--- src/rtl/elm_loader_pkg.sv ---
// Shared types and width helpers for the ELM neuron parameter loader.
package elm_loader_pkg;

    typedef enum logic [1:0] {
        IDLE   = 2'd0,
        WEIGHT = 2'd1,
        BIAS   = 2'd2,
        DONE   = 2'd3
    } state_t;

    localparam int DEF_DATA_WIDTH = 16;
    localparam int CFG_W          = 2 * DEF_DATA_WIDTH + 1;

    function automatic int cfg_width(input int data_width);
        return 2 * data_width + 1;
    endfunction

    // Weight index runs 0..NUM_WEIGHT-1; keep at least one bit when NUM_WEIGHT is 1.
    function automatic int weight_cnt_width(input int num_weight);
        return (num_weight > 1) ? $clog2(num_weight) : 1;
    endfunction

    function automatic int neuron_cnt_width(input int num_neurons);
        return $clog2(num_neurons + 1);
    endfunction

    function automatic int layer_cnt_width(input int num_layers);
        return $clog2(num_layers + 1);
    endfunction

endpackage

--- src/rtl/elm_param_loader.sv ---
// Replays a flat weight/bias stream as addressed neuron config strobes; optional tlast checking under LOADER_TLAST_CHECK_EN.
// Latency: strobe, value and address one cycle after the accepted beat; done one cycle after the final bias strobe.
// Backpressure: s_tready depends on state only (high in WEIGHT/BIAS); s_tvalid low stalls the FSM in place.
module elm_param_loader
    import elm_loader_pkg::*;
#(
    parameter int DATA_WIDTH  = 16,
    parameter int NUM_LAYERS  = 1,
    parameter int NUM_NEURONS = 16,
    parameter int NUM_WEIGHT  = 128
) (
    input  logic                               clk,
    input  logic                               rst_n,
    input  logic                               start,
    input  logic [DATA_WIDTH-1:0]              s_tdata,
    input  logic                               s_tvalid,
    output logic                               s_tready,
    input  logic                               s_tlast,
    output logic [DATA_WIDTH-1:0]              weightValue,
    output logic                               weightValid,
    output logic [DATA_WIDTH-1:0]              biasValue,
    output logic                               biasValid,
    output logic [cfg_width(DATA_WIDTH)-1:0]   config_layer_num,
    output logic [cfg_width(DATA_WIDTH)-1:0]   config_neuron_num,
    output logic                               busy,
    output logic                               done,
    output logic                               error
);

    localparam int CW  = cfg_width(DATA_WIDTH);
    localparam int WCW = weight_cnt_width(NUM_WEIGHT);
    localparam int NCW = neuron_cnt_width(NUM_NEURONS);
    localparam int LCW = layer_cnt_width(NUM_LAYERS);

    state_t         state, state_nxt;
    logic [WCW-1:0] weight_cnt;
    logic [NCW-1:0] neuron_cnt;
    logic [LCW-1:0] layer_cnt;

    logic beat;
    logic start_acc;
    logic at_last_weight;
    logic last_neuron;
    logic last_layer;
    logic final_bias;
    logic tlast_abort;
    logic tlast_miss;
    logic emit;

    assign beat           = s_tvalid & s_tready;
    assign start_acc      = (state == IDLE) & start;
    assign at_last_weight = (weight_cnt == WCW'(NUM_WEIGHT - 1));
    assign last_neuron    = (neuron_cnt == NCW'(NUM_NEURONS));
    assign last_layer     = (layer_cnt == LCW'(NUM_LAYERS));
    assign final_bias     = (state == BIAS) & last_neuron & last_layer;

`ifdef LOADER_TLAST_CHECK_EN
    assign tlast_abort = beat & s_tlast & ~final_bias;
    assign tlast_miss  = beat & final_bias & ~s_tlast;
`else
    logic unused_tlast;
    assign unused_tlast = s_tlast;
    assign tlast_abort  = 1'b0;
    assign tlast_miss   = 1'b0;
`endif

    // A beat that aborts the load is consumed but never reaches the neurons.
    assign emit = beat & ~tlast_abort;

    always_ff @(posedge clk or negedge rst_n) begin
        if (!rst_n) begin
            state <= IDLE;
        end else begin
            state <= state_nxt;
        end
    end

    always_comb begin
        state_nxt = state;
        s_tready  = 1'b0;
        case (state)
            IDLE: begin
                if (start) state_nxt = WEIGHT;
            end
            WEIGHT: begin
                s_tready = 1'b1;
                if (tlast_abort)                state_nxt = IDLE;
                else if (beat && at_last_weight) state_nxt = BIAS;
            end
            BIAS: begin
                s_tready = 1'b1;
                if (tlast_abort)  state_nxt = IDLE;
                else if (beat)    state_nxt = final_bias ? DONE : WEIGHT;
            end
            DONE: begin
                state_nxt = IDLE;
            end
            default: begin
                state_nxt = IDLE;
            end
        endcase
    end

    always_ff @(posedge clk or negedge rst_n) begin
        if (!rst_n) begin
            weight_cnt <= '0;
            neuron_cnt <= NCW'(1);
            layer_cnt  <= LCW'(1);
        end else if (start_acc) begin
            weight_cnt <= '0;
            neuron_cnt <= NCW'(1);
            layer_cnt  <= LCW'(1);
        end else if (emit) begin
            if (state == WEIGHT) begin
                weight_cnt <= at_last_weight ? '0 : weight_cnt + 1'b1;
            end else begin
                weight_cnt <= '0;
                if (!last_neuron) begin
                    neuron_cnt <= neuron_cnt + 1'b1;
                end else if (!last_layer) begin
                    layer_cnt  <= layer_cnt + 1'b1;
                    neuron_cnt <= NCW'(1);
                end
            end
        end
    end

    // Address registers only move on a strobe, so neurons see it stable between strobes.
    always_ff @(posedge clk or negedge rst_n) begin
        if (!rst_n) begin
            weightValue       <= '0;
            weightValid       <= 1'b0;
            biasValue         <= '0;
            biasValid         <= 1'b0;
            config_layer_num  <= '0;
            config_neuron_num <= '0;
            busy              <= 1'b0;
            done              <= 1'b0;
            error             <= 1'b0;
        end else begin
            weightValid <= emit & (state == WEIGHT);
            biasValid   <= emit & (state == BIAS);
            done        <= (state == DONE);
            if (emit) begin
                config_layer_num  <= CW'(layer_cnt);
                config_neuron_num <= CW'(neuron_cnt);
                if (state == WEIGHT) weightValue <= s_tdata;
                else                 biasValue   <= s_tdata;
            end
            if (start_acc)                          busy <= 1'b1;
            else if ((state == DONE) || tlast_abort) busy <= 1'b0;
            if (start_acc)                       error <= 1'b0;
            else if (tlast_abort || tlast_miss)  error <= 1'b1;
        end
    end

endmodule

--- config.mk ---
export PLATFORM = sky130hd
export DESIGN_NAME = elm_param_loader
export DESIGN_NICKNAME = d
export VERILOG_FILES = /design/src/rtl/elm_loader_pkg.sv /design/src/rtl/elm_param_loader.sv
export SDC_FILE = /design/constraint.sdc
export NUM_CORES = 1
export LEC_CHECK = 0
export CORE_ASPECT_RATIO = 1.2
export CORE_MARGIN = 8
export CORE_UTILIZATION = 38
export DETAILED_ROUTE_END_ITERATION = 10
export MAX_ROUTING_LAYER = met4
export PLACE_DENSITY = 0.83
export SYNTH_ARGS = -nofsm -noshare
export SYNTH_HDL_FRONTEND = slang
export SYNTH_SLANG_ARGS = --single-unit
--- constraint.sdc ---
create_clock -name clk -period 1.8 [get_ports clk]
set_input_delay 0.36 -clock clk [delete_from_list [all_inputs] [get_ports clk]]
set_output_delay 0.36 -clock clk [all_outputs]
set_load 0.01 [all_outputs]
## Word-level counts from Yosys, hierarchy flattened

Cells that the tools add are included.

| storage, ports and cells | value |
|---|---|
| flip-flop bits (word level) | 57 |
| input port bits | 21 |
| output and inout bits | 104 |
| logic and storage cells | 65 |

| operators by class | value |
|---|---|
| add/sub/neg operators | 3 |
| equal/unequal tests | 10 |
| mux-type cells | 22 |
| bitwise logic cells | 7 |
| reduce and logical (&&, ||, !) cells | 11 |

Operators with widths:

| cell | count |
|---|---|
| two-way mux 7 bit | 4 |
| two-way mux 5 bit | 5 |
| AND reduction 3 bit | 3 |
| two-way mux 1 bit | 8 |
| two-way mux 2 bit | 4 |
| inequality test 2 bit, second input constant | 4 |
| case mux 2 bit (4 select lines) | 1 |
| adder 7 x 1 -> 7 bit, second input constant | 1 |
| equality test 7 bit, second input constant | 1 |
| AND 1 bit | 6 |
| nonzero test 2 bit | 3 |
| adder 5 x 1 -> 5 bit, second input constant | 1 |
| equality test 5 bit, second input constant | 1 |
| equality test 2 bit, second input constant | 2 |
| AND reduction 2 bit | 2 |
| inequality test 3 bit, second input constant | 1 |
| equality test 2 x 1 -> 1 bit, second input constant | 1 |
| logical NOT 2 bit | 1 |
| OR reduction 2 bit | 1 |
| adder 1 bit, second input constant | 1 |
| logical AND 1 bit | 1 |
| inverter 1 bit | 1 |

## Longest topological paths before layout

Gate-level depths: netlist (run 1).

| depth | value |
|---|---|
| depth after elaboration | 7 |
| depth in mapped cells | 7 |
| depth with buffers taken out | 6 |

## Worst setup path before layout (run 1)

OpenSTA, ideal clock, no wires.

| timing path | value |
|---|---|
| kind | register to register |
| from | register state[0] |
| to | register biasValue[10] |
| library setup time | 125 ps |
| arrival | 1794 ps |
| required time | 1675 ps |
| setup slack | -119 ps |
| cell stages (with the launch flop) | 8 |
| buffers on the path | 2 |
| period minus slack after synthesis | 1919 ps |
| cells stage by stage | dfrtp_1 inv_1 ha_1 and2_1 buf_4 nand2_2 buf_4 mux2_2 |

| between the ends | value |
|---|---|
| cells in the longest elaborated chain, start to end | 5 |
| elaborated cells between the ends (all ways) | 7 |
| classes of those cells | 2 x eq/ne; 1 x mux; 2 x bitwise; 2 x reduce/logical |

RTL lines:

| item | RTL line | RTL |
|---|---|---|
| from (decl) | elm_param_loader.sv:35 | `state_t state, state_nxt;` |
| from (signal assigned) | elm_param_loader.sv:74 | `state <= state_nxt;` |
| equality test 2 x 1 -> 1 bit / equality test 2 bit (equally long branches) | elm_param_loader.sv:81 | `case (state)` |
| OR reduction 2 bit (no line) * | -- |  |
| two-way mux 1 bit * | elm_param_loader.sv:81 |  |
| named net s_tready | elm_param_loader.sv:17 | `output logic s_tready,` |
| AND 1 bit * | elm_param_loader.sv:50 | `assign beat = s_tvalid & s_tready;` |
| AND reduction 2 bit (no line) * | -- |  |
| to (signal assigned) | elm_param_loader.sv:148 | `else biasValue <= s_tdata;` |
| to (decl) | elm_param_loader.sv:21 | `output logic [DATA_WIDTH-1:0] biasValue,` |

Mark *: on every way through the listed nets, which the timed path passes. The rest lies on a longest branch.
A chain may end at the register's enable or synchronous reset.

## Final worst setup path (run 1)

| timing path | value |
|---|---|
| from | register neuron_cnt[0] |
| to | register neuron_cnt[0] |

| between the ends | value |
|---|---|
| cells in the longest elaborated chain, start to end | 5 |
| elaborated cells between the ends (all ways) | 8 |
| classes of those cells | 1 x add/sub; 2 x eq/ne; 4 x mux; 1 x reduce/logical |

RTL lines:

| item | RTL line | RTL |
|---|---|---|
| from (decl) | elm_param_loader.sv:37 | `logic [NCW-1:0] neuron_cnt;` |
| from (signal assigned) | elm_param_loader.sv:119 | `neuron_cnt <= neuron_cnt + 1'b1;` |
| adder 5 x 1 -> 5 bit / equality test 5 bit (equally long branches) | elm_param_loader.sv:119, elm_param_loader.sv:53 |  |
| two-way mux 5 bit | elm_param_loader.sv:118 | `if (!last_neuron) begin` |
| two-way mux 5 bit | elm_param_loader.sv:114 | `if (state == WEIGHT) begin` |
| two-way mux 5 bit | elm_param_loader.sv:113 | `end else if (emit) begin` |
| two-way mux 5 bit | elm_param_loader.sv:109 | `end else if (start_acc) begin` |

Several ways; a longest one is shown, not always the timed one. The select of a mux whose other input is x is not followed.

==> results.py, run 1 <==
metrics = {
    "timing": {
        "rsz0062_at_grt": "no",
        "period_share_pct": 94.34,
        "finClkSkew_ns": 0.005488,
        "period_minus_slack_ns": 1.698,
        "fmax_mhz": 588.9,
        "holdWs_ns": 0.04188,
        "tns_ns": 0,
        "finalWorstSetupSlack_ns": 0.1020,
        "setup_violations": 0,
        "hold_viol_final": 0,
        "slew_viol_final": 0,
    },
    "cells_and_area": {
        "diodes": 0,
        "nets": 364,
        "fin_util_pct": 48.16,
        "fillCellCount": 692,
        "drive_above_1_share_pct": 20.90,
        "syn2layout_area_growth_pct": 25.77,
    },
    "job": {
        "max-cap-violations": 0,
    },
    "worst_setup_path": {
        "arrival_ns": 1.93,
        "timing.rr.end": "neuron_cnt[0]",
        "crit_start": "neuron_cnt[0]",
        "r2r_start": "neuron_cnt[0]",
        "endpoint": "neuron_cnt[0]",
        "path_class": "reg -> reg",
        "cp_max_fo": 3,
        "cp-end-kind": "flop",
        "reg2reg_depth": 6,
        "start_kind": "flop",
        "required_ns": 2.03,
        "ff2ff_setup_slack_ns": 0.10,
    },
    "global_route": {
        "grt_use_total_pct": 11.03,
        "grt_max_degree": 34,
        "antenna_found_initial": 0,
        "grt_pass1_wl_um": 9280,
        "grt_pass1_vias": 1931,
        "grt-ovfl-total": 0,
    },
    "detailed_routing": {
        "drtIter0Drc": 33,
        "drt_first_pass_iters": 4,
        "vias_per_cell": 4.489,
        "final_antenna_net_count": 0,
        "route.detailed.drc": 0,
        "vias": 1917,
        "routed_wl_um": 5941,
        "post_drt_wl_per_cell_um": 13.91,
    },
    "synth": {
        "yosysWarnings": 0,
        "synthTopCellsByArea": "dfrtp_1 (48%), buf_4 (16%), mux2_2 (14%)",
        "synth_edf_count": 0,
        "synth_cell_type_count": 39,
        "synthTopCellsByCount": "buf_4 (63), dfrtp_1 (55), mux2_2 (36)",
        "synth-async-reset-ratio_pct": 100.0,
        "synth_top_cell_area_share_pct": 47.72,
        "synth_area_um2": 2884,
        "yosysMostFrequentCell": "buf_4",
        "syn_avg_cell_area_um2": 11.31,
        "synth_top_area_cell": "dfrtp_1",
        "syn_inst": 255,
        "ys.flop_type": "dfrtp_1",
        "ys_seq_area_share_pct": 48.63,
        "synth-seq-cells": 56,
    },
    "cts": {
        "cts_setup_buffers": 0,
        "clock_sinks": 56,
        "cts_tree": "done",
        "clk_pin_slew_ns": 0.09,
        "clk_latency_ns": 0.30,
        "cts_buffer_depth": 2,
        "cts-root-buf": "clkbuf_8",
        "numCtsBuffers": 5,
        "htreeDepth": 2,
    },
    "power_and_ir_drop": {
        "ir_drop_v": 0.0008336,
        "power.leakage_nw": 1.692,
        "power.density_nw_per_um2": 1632,
    },
    "floorplanning": {
        "die_x_um": 95.53,
        "dieArea_um2": 10640,
        "io_pins": 125,
        "core_um2": 7532,
        "start_util_pct": 38.29,
        "rows": 35,
        "dieHeight_um": 111.4,
    },
    "place": {
        "io_buffers": 62,
        "place_congestion": 0.8653,
        "dpl.hpwl_um": 4742,
        "place_ws_ns": -0.1182,
    },
    "run_status": {
        "status": "finished, final reports clean",
    },
    "min_path": {
        "min_path_type": "in -> async",
    },
}
-- worst min-delay path by stage --
stage,end
2_1_floorplan,biasValid
6_report,biasValue[5]
4_1_cts,weightValue[8]
5_1_grt,weightValue[8]
3_5_place_dp,biasValue[13]
3_3_place_gp,biasValue[5]
-- critical path: stages (launching register included) --
cell,delay [ns]
dfstp_2,0.55
inv_1,0.06
ha_1,0.20
nand4bb_1,0.15
nand2_2,0.08
or3_4,0.34
mux2_2,0.26
-- through the flow --
| step | total power, mW | cell area (µm²) | instances |
|---|---|---|---|
| 5_1_grt | 6.324 | 3627 | 427 |
| 4_1_cts | 6.009 | 3621 | 427 |
| 3_5_place_dp | 5.214 | 3515 | 419 |
| 3_3_place_gp | 5.100 | 3515 | 419 |
| 2_1_floorplan | 3.730 | 3122 | 315 |
| 6_report | 5.920 | 3627 | 427 |
-- repair_timing --
action / 4_1_cts / 5_1_grt
resized for setup: 1 / 2
hold buffers: 0 / 0
endpoints found under the setup margin: 1 / 4
-- cells by family (layout without fill, tap and decap cells) --
family | count (synthesis) | count (layout) | synth area share (%)
AOI/OAI and AO/OA | 26 | 26 | 5.250
xor gates and xnor gates | 2 | 2 | 0.6075
and+or+nand+nor | 48 | 48 | 8.894
adders and majority gates | 9 | 9 | 3.905
muxes | 37 | 37 | 14.40
other | 1 | 61 | 0.1300
buffers and inverters | 76 | 96 | 18.18
DFF | 56 | 56 | 48.63
-- cell usage in the layout, fill, tap and decap left out, types with 2 or more instances in the layout --
master           instances
conb_1                  61
clkdlybuf4s50_1         60
dfrtp_1                 55
mux2_2                  36
buf_4                   15
nand2_1                 11
o21ai_0                 10
a21oi_1                  8
nor2_1                   8
ha_1                     8
inv_1                    7
nand3_1                  7
clkbuf_8                 5
inv_2                    2
and3_1                   2
and2_1                   2
nor4b_1                  2
xnor2_1                  2
nand2_2                  2
nand2b_1                 2
nor3_1                   2
buf_12                   2
-- layer usage --
| metal | up-vias | wire [µm] | global-route usage (%) | share of wire (%) |
|---|---|---|---|---|
| met1 | 938 | 1978 | 10.69 | 33 |
| met5 | - | 0 | - | 0 |
| met3 | 4 | 588 | 2.759 | 9.9 |
| li1 | 899 | - | - | - |
| met4 | 0 | 33 | 3.083 | 0.56 |
| met2 | 76 | 3341 | 20.58 | 56 |
-- where the power goes --
part / internal (mW) / switching [mW]
sequential: 1.79 / 0.278
clock: 0.413 / 0.372
combinational: 1.76 / 1.31
-- cell type report --
type,count,area (µm²),share of cell area [%]
flip-flops and latches,56,1403,38.67
multi-input cells,183,1201,33.11
repair buffers,79,767.0,21.15
well taps,92,115.1,3.173
clock buffers,6,72.57,2.001
clock inverters,2,35.03,0.9658
inverters,9,33.78,0.9314
-- registers in the layout, indices dropped and copies added (netlist names) --
register and cells:
done 1, weightValid 1, busy 1, weightValue 16, neuron_cnt 5, state 2
biasValue 16, biasValid 1, config_neuron_num 5, weight_cnt 7, config_layer_num 1
Note: power is estimated with default switching activity, not from simulation.
==> run 2: changes to the inputs <==
Settings changed: CAP_MARGIN set to 20.
==> results of run 2 <==
No change in the layout: final DEF, timing and power equal those of run 1.
==> run 3: changes to the inputs <==
Settings changed: HOLD_SLACK_MARGIN set to 0.05, PLACE_DENSITY 0.83 to 0.84.
==> results.py, run 3 (same netlist as run 1, synthesis figures left out) <==
metrics = {
    "place": {
        "dp_cells": 418,
        "io_buffers": 62,
        "place_congestion": 0.8244,
        "dpl.hpwl_um": 4637,
    },
    "floorplanning": {
        "die_x_um": 95.53,
        "start_util_pct": 38.29,
        "dieArea_um2": 10640,
        "io_pins": 125,
        "rows": 35,
        "dieHeight_um": 111.4,
        "core_um2": 7532,
    },
    "worst_setup_path": {
        "path_class": "reg -> reg",
        "ff2ff_setup_slack_ns": 0.06,
        "timing.rr.end": "biasValue[7]",
        "cp_max_fo": 8,
        "r2r_start": "state[0]",
        "arrival_ns": 1.93,
        "start_kind": "flop",
        "crit_start": "state[0]",
        "required_ns": 1.99,
        "cp-end-kind": "flop",
        "reg2reg_depth": 7,
        "endpoint": "biasValue[7]",
    },
    "cells_and_area": {
        "drive_above_1_share_pct": 21.96,
        "mostFrequentLayoutCells": "conb_1 (61), clkdlybuf4s50_1 (60), dfrtp_1 (55)",
        "final_common_cell": "conb_1",
        "nets": 366,
        "instances_no_fill": 429,
        "fin_util_pct": 48.90,
        "largestRegisters": "biasValue (16), weightValue (16), weight_cnt (7)",
        "diodes": 0,
        "syn2layout_area_growth_pct": 27.72,
    },
    "global_route": {
        "antenna_found_initial": 0,
        "grt_use_total_pct": 11.19,
        "grt_max_degree": 57,
        "grt_pass1_vias": 1973,
        "grt-ovfl-total": 0,
        "grt_pass1_wl_um": 9418,
    },
    "timing": {
        "slew_viol_final": 0,
        "setup_violations": 0,
        "rsz0062_at_grt": "yes",
        "period_share_pct": 96.78,
        "fmax_mhz": 574.0,
        "finClkSkew_ns": 0.006566,
        "hold_viol_final": 0,
        "period_minus_slack_ns": 1.742,
    },
    "power_and_ir_drop": {
        "power.density_nw_per_um2": 1650,
        "power.leakage_nw": 1.713,
        "ir_drop_v": 0.001174,
    },
    "detailed_routing": {
        "route.detailed.drc": 0,
        "vias_per_cell": 4.508,
        "drtIter0Drc": 62,
        "final_antenna_net_count": 0,
        "drt_first_pass_iters": 4,
        "routed_wl_um": 6160,
        "vias": 1934,
        "post_drt_wl_per_cell_um": 14.36,
    },
    "run_status": {
        "status": "finished, final reports clean",
    },
    "cts": {
        "clk_pin_slew_ns": 0.09,
        "ctsHoldBuffers": 0,
        "clock_sinks": 56,
        "cts-root-buf": "clkbuf_8",
        "clk_latency_ns": 0.30,
        "cts_tree": "done",
        "numCtsBuffers": 5,
        "htreeDepth": 2,
        "cts_buffer_depth": 2,
    },
    "job": {
        "max-cap-violations": 0,
    },
    "min_path": {
        "min_path_type": "in -> async",
    },
}
run 3: cell count changes in the layout (fill, tap and decap cells not counted), sizes merged:
cell           change
buf                +1
clkbuf             +2
clkdlybuf4s15      +1
clkinv             -1
dlygate4sd2        -1
run 3: worst max-delay path: stages (launching register included):
cell and delay [ns]:
dfrtp_1 0.40, inv_2 0.08, ha_4 0.20, and2_2 0.21, buf_4 0.15, nand2_4 0.09, clkbuf_16 0.16, mux2_2 0.32
run 3: stage by stage:
stage / hold slack (ns) / setup slack [ns] / power (mW) / cell area, µm² / TNS (ns)
after global placement: 0.3772 / -0.05314 / 5.098 / 3520 / -0.8737
after floorplan: 0.06441 / 0.01691 / 3.730 / 3122 / 0
after global routing: 0.05613 / -0.004088 / 6.499 / 3684 / -0.004088
after detailed placement: 0.3917 / -0.08030 / 5.219 / 3520 / -1.226
after CTS: 0.05556 / 0.007440 / 6.016 / 3625 / 0
final: 0.04004 / 0.05795 / 6.079 / 3684 / 0
run 3: cell type report:
class | instances | area [µm²]
Fill cell | 688 | 3849
Sequential cell | 56 | 1403
Multi-Input combinational cell | 183 | 1212
Timing Repair Buffer | 81 | 813.3
Tap cell | 92 | 115.1
Clock buffer | 7 | 76.32
Inverter | 9 | 33.78
Clock inverter | 1 | 30.03
run 3: how the worst min path moves through the flow:
| stage | to | cells after the start | slack (ns) |
|---|---|---|---|
| 2_1_floorplan | biasValid | 0 | 0.06 |
| 3_3_place_gp | weightValue[10] | 2 | 0.38 |
| 3_5_place_dp | biasValue[10] | 2 | 0.39 |
| 4_1_cts | biasValue[14] | 2 | 0.06 |
| 5_1_grt | biasValue[14] | 2 | 0.06 |
| 6_report | weightValue[7] | 2 | 0.04 |
run 3: power by group:
group / internal [mW] / switching [mW]
clock: 0.417 / 0.387
sequential: 1.79 / 0.268
combinational: 1.85 / 1.37
run 3: routing by layer:
| layer | up-vias | track usage (%) | part of all wire [%] |
|---|---|---|---|
| li1 | 899 | - | - |
| met5 | - | - | 0 |
| met3 | 11 | 3.028 | 9.9 |
| met2 | 94 | 20.16 | 52 |
| met1 | 930 | 11.05 | 36 |
| met4 | 0 | 3.905 | 1.7 |
run 3: what timing repair did:
| action | CTS | global route |
|---|---|---|
| gates cloned | 0 | 1 |
| endpoints found under the setup margin | 1 | 24 |
| pin swaps | 0 | 1 |
| resized for setup | 1 | 7 |
| setup buffers | 0 | 2 |
